--- config.mk ---
export PLATFORM = sky130hd
export DESIGN_NAME = regfile_port_arbiter
export DESIGN_NICKNAME = d
export VERILOG_FILES = /design/src/rtl/regfile_port_arbiter.sv
export SDC_FILE = /design/constraint.sdc
export NUM_CORES = 1
export LEC_CHECK = 0
export CORE_MARGIN = 5
export CORE_UTILIZATION = 40
export CTS_CLUSTER_SIZE = 8
export DETAILED_ROUTE_END_ITERATION = 10
export HOLD_SLACK_MARGIN = 0.06
export PLACE_DENSITY = 0.8
export SLEW_MARGIN = 20
export SYNTH_ARGS = -nofsm -noshare
export SYNTH_HDL_FRONTEND = slang
export SYNTH_SLANG_ARGS = --single-unit
--- constraint.sdc ---
create_clock -name clk -period 2.2 [get_ports clk]
set_input_delay 0.33 -clock clk [delete_from_list [all_inputs] [get_ports clk]]
set_output_delay 0.33 -clock clk [all_outputs]
set_load 0.005 [all_outputs]
--- src/rtl/regfile_port_arbiter.sv ---
// Purpose: shares the single write port and two read ports of the 32x32 register file between two requesters, using round-robin arbitration, and runs an INIT fill after reset or a clear.
// Latency: grant is combinational in the cycle of the request; read data is captured at the accepting edge and rspN_valid pulses one cycle later.
// Backpressure: reqN_ready is the grant, so a request is accepted on valid && ready; no grants are given during INIT or while resetn is low.
// Ports: clk/resetn (synchronous, active-low); clear_req/init_done; req0_*/req1_* request channels with
//        rsp0_*/rsp1_* response channels; rf_* drive the register file, and rf_rdata1/2 return its combinational read data.
module regfile_port_arbiter #(
    parameter logic [31:0] INIT_VALUE = 32'h0000_0000,
    parameter bit          INIT_EN    = 1'b1
) (
    input  logic        clk,
    input  logic        resetn,
    input  logic        clear_req,
    output logic        init_done,

    input  logic        req0_valid,
    output logic        req0_ready,
    input  logic        req0_we,
    input  logic [3:0]  req0_be,
    input  logic [1:0]  req0_ren,
    input  logic [4:0]  req0_raddr1,
    input  logic [4:0]  req0_raddr2,
    input  logic [4:0]  req0_waddr,
    input  logic [31:0] req0_wdata,
    output logic        rsp0_valid,
    output logic [31:0] rsp0_rdata1,
    output logic [31:0] rsp0_rdata2,

    input  logic        req1_valid,
    output logic        req1_ready,
    input  logic        req1_we,
    input  logic [3:0]  req1_be,
    input  logic [1:0]  req1_ren,
    input  logic [4:0]  req1_raddr1,
    input  logic [4:0]  req1_raddr2,
    input  logic [4:0]  req1_waddr,
    input  logic [31:0] req1_wdata,
    output logic        rsp1_valid,
    output logic [31:0] rsp1_rdata1,
    output logic [31:0] rsp1_rdata2,

    output logic [3:0]  rf_wen,
    output logic [1:0]  rf_ren,
    output logic [4:0]  rf_raddr1,
    output logic [4:0]  rf_raddr2,
    output logic [4:0]  rf_waddr,
    output logic [31:0] rf_wdata,
    input  logic [31:0] rf_rdata1,
    input  logic [31:0] rf_rdata2
);

    typedef enum logic {ST_INIT, ST_RUN} state_t;

    state_t      state_q, state_d;
    logic [4:0]  init_cnt_q, init_cnt_d;
    logic        last_grant_q;          // 0 = req0 was granted last, 1 = req1
    logic        gnt0, gnt1;

    // The last values driven onto the regfile address/data lines; they are held there whenever nobody is granted.
    logic [4:0]  hold_raddr1_q, hold_raddr2_q, hold_waddr_q;
    logic [31:0] hold_wdata_q;

    assign init_done  = (state_q == ST_RUN);
    assign req0_ready = gnt0;
    assign req1_ready = gnt1;

    always_comb begin
        state_d    = state_q;
        init_cnt_d = init_cnt_q;
        gnt0       = 1'b0;
        gnt1       = 1'b0;
        rf_wen     = 4'h0;
        rf_ren     = 2'b00;
        rf_raddr1  = hold_raddr1_q;
        rf_raddr2  = hold_raddr2_q;
        rf_waddr   = hold_waddr_q;
        rf_wdata   = hold_wdata_q;

        if (resetn) begin
            case (state_q)
                ST_INIT: begin
                    rf_wen     = 4'hF;
                    rf_waddr   = init_cnt_q;
                    rf_wdata   = INIT_VALUE;
                    init_cnt_d = init_cnt_q + 5'd1;
                    if (init_cnt_q == 5'd31) begin
                        state_d    = ST_RUN;
                        init_cnt_d = 5'd0;
                    end
                end
                ST_RUN: begin
                    // On a tie, the requester that was not granted last wins.
                    gnt0 = req0_valid && (!req1_valid || last_grant_q);
                    gnt1 = req1_valid && (!req0_valid || !last_grant_q);
                    if (gnt0) begin
                        rf_ren    = req0_ren;
                        rf_wen    = req0_we ? req0_be : 4'h0;
                        rf_raddr1 = req0_raddr1;
                        rf_raddr2 = req0_raddr2;
                        rf_waddr  = req0_waddr;
                        rf_wdata  = req0_wdata;
                    end else if (gnt1) begin
                        rf_ren    = req1_ren;
                        rf_wen    = req1_we ? req1_be : 4'h0;
                        rf_raddr1 = req1_raddr1;
                        rf_raddr2 = req1_raddr2;
                        rf_waddr  = req1_waddr;
                        rf_wdata  = req1_wdata;
                    end
                    // A transaction granted in this same cycle still completes; only the following cycles are blocked.
                    if (clear_req && INIT_EN) begin
                        state_d = ST_INIT;
                    end
                end
                default: state_d = ST_INIT;
            endcase
        end
    end

    always_ff @(posedge clk) begin
        if (!resetn) begin
            state_q       <= INIT_EN ? ST_INIT : ST_RUN;
            init_cnt_q    <= 5'd0;
            last_grant_q  <= 1'b1;
            hold_raddr1_q <= 5'd0;
            hold_raddr2_q <= 5'd0;
            hold_waddr_q  <= 5'd0;
            hold_wdata_q  <= 32'd0;
            rsp0_valid    <= 1'b0;
            rsp0_rdata1   <= 32'd0;
            rsp0_rdata2   <= 32'd0;
            rsp1_valid    <= 1'b0;
            rsp1_rdata1   <= 32'd0;
            rsp1_rdata2   <= 32'd0;
        end else begin
            state_q       <= state_d;
            init_cnt_q    <= init_cnt_d;
            hold_raddr1_q <= rf_raddr1;
            hold_raddr2_q <= rf_raddr2;
            hold_waddr_q  <= rf_waddr;
            hold_wdata_q  <= rf_wdata;
            if (gnt0 || gnt1) begin
                last_grant_q <= gnt1;
            end

            // The regfile reads combinationally, so the data on rf_rdata* here is the value from before this edge's write.
            rsp0_valid <= gnt0 && (req0_ren != 2'b00);
            if (gnt0 && (req0_ren != 2'b00)) begin
                rsp0_rdata1 <= req0_ren[0] ? rf_rdata1 : 32'd0;
                rsp0_rdata2 <= req0_ren[1] ? rf_rdata2 : 32'd0;
            end
            rsp1_valid <= gnt1 && (req1_ren != 2'b00);
            if (gnt1 && (req1_ren != 2'b00)) begin
                rsp1_rdata1 <= req1_ren[0] ? rf_rdata1 : 32'd0;
                rsp1_rdata2 <= req1_ren[1] ? rf_rdata2 : 32'd0;
            end
        end
    end

endmodule
## Word-level counts from Yosys, hierarchy flattened

Index checks and enable logic that the tools add are counted.

- Bits in registers: 184
- Logic and storage cells: 66

- $add $sub $neg: 1
- Eq/ne operators: 1
- Mux-type cells: 38
- Bitwise operators: 1
- Reductions and logical operators: 12

Operators with widths:

| kind | number |
|---|---|
| 32-bit 2-to-1 mux | 7 |
| 32-bit case mux with 2 select lines | 1 |
| 5-bit 2-to-1 mux | 12 |
| 4-bit 2-to-1 mux | 5 |
| 5-bit case mux with 2 select lines | 1 |
| 2-bit 2-to-1 mux | 4 |
| 4-bit case mux with 2 select lines | 1 |
| 1-bit 2-to-1 mux | 6 |
| 5-bit by 1-bit adder with 5-bit output, second input constant | 1 |
| 5-bit equality test, second input constant | 1 |
| 1-bit logical AND | 4 |
| 2-bit nonzero test | 2 |
| 1-bit logical NOT | 3 |
| 1-bit logical OR | 3 |
| 1-bit case mux with 2 select lines | 1 |
| 1-bit inverter | 1 |

## Longest topological paths before layout

- Word-level depth: 7
- Mapped depth: 8
- Depth with buffers taken out: 6

## Worst setup path before layout

Ideal clock, no wire load.

- Path kind: input port to output port
- Start point: in req1_valid
- End point: out rf_wdata[16]
- Arrival time: 1.414 ns
- Data required time: 1.870 ns
- Path slack: 0.456 ns
- Cell stages on the path: 7
- Path buffers: 3
- Path through: buf_4 -> or2_1 -> buf_6 -> buf_4 -> o21a_1 -> o221a_2 -> a21o_1

- Cells in the longest elaborated chain, start to end: 6

RTL lines:

| item | RTL line | source |
|---|---|---|
| start: declaration | 28 | `input logic req1_valid,` |
| 1-bit logical NOT | 92 | `gnt0 = req0_valid && (!req1_valid \|\| last_grant_q);` |
| 1-bit logical OR | 92 |  |
| 1-bit logical AND | 92 |  |
| 32-bit 2-to-1 mux * | 94 | `if (gnt0) begin` |
| 32-bit case mux with 2 select lines * | 79 | `case (state_q)` |
| 32-bit 2-to-1 mux * | 78 | `if (resetn) begin` |
| end: declaration | 46 | `output logic [31:0] rf_wdata,` |

Every way passes the cells marked *; elsewhere a longest branch is shown, timed or not.

## Final worst setup path

- Start point: reg last_grant_q
- End point: out rf_wdata[15]

- Cells in the longest elaborated chain, start to end: 7

RTL lines:

| item | RTL line | source |
|---|---|---|
| start: declaration | 55 | `logic last_grant_q;` |
| start signal: assignment | 142 | `last_grant_q <= gnt1;` |
| 1-bit logical NOT | 93 | `gnt1 = req1_valid && (!req0_valid \|\| !last_grant_q);` |
| 1-bit logical OR | 93 |  |
| 1-bit logical AND | 93 |  |
| 32-bit 2-to-1 mux | 101 | `end else if (gnt1) begin` |
| 32-bit 2-to-1 mux * | 94 |  |
| 32-bit case mux with 2 select lines * | 79 |  |
| 32-bit 2-to-1 mux * | 78 |  |

Marked as above.

==> results.py <==
metrics = {
    "status": {
        "status": "complete, but fails checks",
        "violations": "setup timing",
    },
    "setup_path": {
        "rr_startpoint": "init_done",
        "crit_end": "rf_wdata[15]",
        "cp_slowest_stage_delay_ps": 360,
        "timing.critical_path.depth": 6,
        "crit_type": "flip-flop to output pin",
        "reg2reg_setup_slack_ps": 360,
        "required_ps": 1870,
        "crit_arrival_ps": 1990,
        "critPathMaxFanout": 8,
        "end_kind": "output pin",
        "worstSetupStartpointType": "flip-flop",
        "crit_chain": "nand2b_4, nand2_8, bufbuf_16, o221a_2, a21o_1, dlygate4sd2_1",
        "cpLargestDelayFamily": "buffers and inverters",
        "cp-startpoint": "last_grant_q",
        "rr_worst_depth": 8,
        "reg2reg_to": "rsp0_rdata1[5]",
        "critPathBufInv": 2,
        "slowest_stage": "dfxtp_2",
    },
    "finish": {
        "layout_common_cells": "304 x clkdlybuf4s50_1, 182 x dfxtp_1, 128 x a32o_1",
        "drive_gt1_frac": 0.237,
        "nets": 1237,
        "fin_area_mm2": 0.0126,
        "utilization": 0.704,
        "instances_no_fill": 1300,
        "diodes": 0,
        "syn_to_final_growth_pct": 73.6,
        "final_common_cell": "clkdlybuf4s50_1",
    },
    "power": {
        "p_leak_uw": 0.00505,
        "irDropWorstVdd_v": 0.000562,
        "p_per_area_mw_per_mm2": 560,
    },
    "timing": {
        "worst_slack_ps": -125,
        "rsz0062_at_grt": "yes",
        "finalSetupViolCount": 30,
        "tightest_slew_ps": 847,
        "relSlewSlack": 0.435,
        "fin_skew_ps": 13.5,
        "finalCritPeriodShare": 1.06,
        "slew_viol_final": 0,
        "report.final.hold_viol_count": 0,
        "clock.fmax_mhz": 430,
        "fin_crit_ps": 2320,
        "holdWs_ps": 465,
    },
    "clocking": {
        "cts_hold_buf": 0,
        "cts-root-buf": "clkbuf_16",
        "cts.sinks": 184,
        "clk_latency_ps": 440,
        "ctsHtreeMaxLevel": 4,
        "cts_buffer_depth": 2,
        "cts_tree": "built",
        "cts_buffers": 17,
        "clk_transition_reported_paths_ps": 80,
    },
    "global_route": {
        "grt_max_degree": 84,
        "overflow": 0,
        "antenna_found_initial": 0,
        "grt_pass1_vias": 7438,
        "grt_pass1_wl_um": 41000,
        "grt.total_usage": 0.252,
    },
    "drt": {
        "routed_via_density": 5.85,
        "drt_iter0_drc": 475,
        "wl_per_cell_um": 22.3,
        "wirelength_um": 29000,
        "drtPass1Iterations": 7,
        "ant_nets": 0,
        "drc": 0,
        "dr_total_vias": 7600,
    },
    "placement": {
        "io_buffers": 362,
        "dpl.hpwl_um": 19400,
        "placedInstanceArea_mm2": 0.0112,
        "gp_congestion": 0.849,
        "dp_cells": 1221,
        "pre_cts_ws_ps": -469,
    },
    "synthesis": {
        "yosysWarnings": 0,
        "netlist_instances": 657,
        "synth.avg_cell_area_um2": 11.0,
        "ys_ff_latch": 184,
        "syn_area_mm2": 0.00726,
        "syn_nets": 836,
        "yosysUniqueCellTypes": 38,
        "ys_seq_area_frac": 0.508,
    },
    "floorplanning": {
        "initial_core_util": 0.405,
        "die_h_um": 145,
        "die_x_um": 145,
        "core.rowCount": 49,
        "pin_count": 363,
        "core-area_mm2": 0.0179,
        "die-area_mm2": 0.0209,
    },
    "run": {
        "max_cap_viol_count": 0,
    },
    "worst_hold_path": {
        "whs_path_depth": 2,
        "hold_class": "flip-flop to flip-flop",
        "hold_path_startpoint": "hold_raddr1_q[0]",
    },
}
## layout make-up
class | count | area, µm²
well taps | 229 | 287
multi-input cells | 380 | 3460
inverters | 17 | 63.8
clock inverters | 15 | 156
repair buffers | 458 | 4510
clock buffers | 17 | 425
fillers | 1297 | 5310
flip-flops and latches | 184 | 3690
## stage by stage
stage	total power, µW	TNS [ps]
after global placement	4010	-25600
after detailed placement	4010	-28660
after global routing	7300	-3620
final	7050	-1520
after floorplan	3560	0
after CTS	7040	-3050
## Yosys cell counts
master,count,area share
a21bo_2,1,0.0014
o221ai_1,14,0.017
nor3_1,2,0.0014
o21a_1,33,0.034
nor2_1,25,0.013
dfxtp_1,184,0.51
inv_1,16,0.0083
or2_2,2,0.0017
mux2i_1,2,0.0028
nand3_1,2,0.0014
a32o_1,128,0.18
or2_1,1,0.00086
nand3b_1,1,0.0010
buf_4,5,0.0052
mux2_2,1,0.0016
a221o_1,4,0.0055
clkbuf_1,33,0.017
and3_1,5,0.0043
clkinv_1,1,0.00052
buf_1,1,0.00052
and2_1,1,0.00086
nand4_1,1,0.00086
o2bb2ai_1,2,0.0024
a21oi_1,17,0.012
o21ai_1,2,0.0014
nand2_1,20,0.010
buf_6,17,0.026
ha_1,2,0.0034
buf_2,20,0.014
o221a_2,32,0.050
nand3_2,1,0.0014
o21ai_0,16,0.011
a21o_1,31,0.032
nand2b_1,5,0.0043
o22ai_1,11,0.0095
a211oi_1,11,0.011
a31oi_1,6,0.0052
a21boi_4,1,0.0026
## report_power, final
group	switching [µW]	internal [µW]	leakage, µW
Combinational	290	417	0.00329
Clock	1490	1510	0.000280
Sequential	8.48	3330	0.00148
Total	1790	5260	0.00505
## tightest hold or removal path, delay by kind of cell (launching register included)
family | cells | cell delay [ps]
flops | 1 | 330
compound gates | 1 | 60
simple gates | 1 | 50
## per-layer routing
layer / global-route usage / part of all wire / up-vias
met5: 0 / 0 / -
met4: 0.0884 / 0.031 / 0
met3: 0.0795 / 0.077 / 57
met2: 0.432 / 0.51 / 345
met1: 0.297 / 0.38 / 3746
li1: - / - / 3452
## what timing repair did
action | 4_1_cts | 5_1_grt
pin swaps | 4 | 19
cloned | 5 | 2
setup buffers | 20 | 21
resized for setup | 171 | 131
endpoints found under the setup margin | 55 | 50
## worst min path at each step
stage,endpoint
after global placement,hold_raddr1_q[3]
after global routing,init_done
final,hold_raddr1_q[0]
after CTS,hold_raddr1_q[4]
after floorplan,hold_raddr1_q[0]
after detailed placement,hold_raddr2_q[2]
## kinds of logic (layout without fill, tap and decap cells)
| kind of cell | Yosys count | count (layout) | synth area share |
|---|---|---|---|
| AO/OA/AOI/OAI | 309 | 309 | 0.371 |
| flip-flops | 184 | 184 | 0.508 |
| buffers and inverters | 93 | 507 | 0.0717 |
| AND/OR/NAND/NOR | 66 | 66 | 0.0414 |
| multiplexers | 3 | 3 | 0.00431 |
| adder cells (fa/ha/maj) | 2 | 2 | 0.00345 |
## state kept, by name, summed over array words and instances (netlist names)
register       cells
last_grant_q       1
hold_raddr1_q      5
rsp1_rdata2       32
rsp0_rdata1       32
rsp1_valid         1
hold_raddr2_q      5
rsp0_rdata2       32
rsp1_rdata1       32
init_cnt_q         5
rsp0_valid         1
hold_waddr_q       5
hold_wdata_q      32
init_done          1
Note: power is estimated with default switching activity, not from simulation.
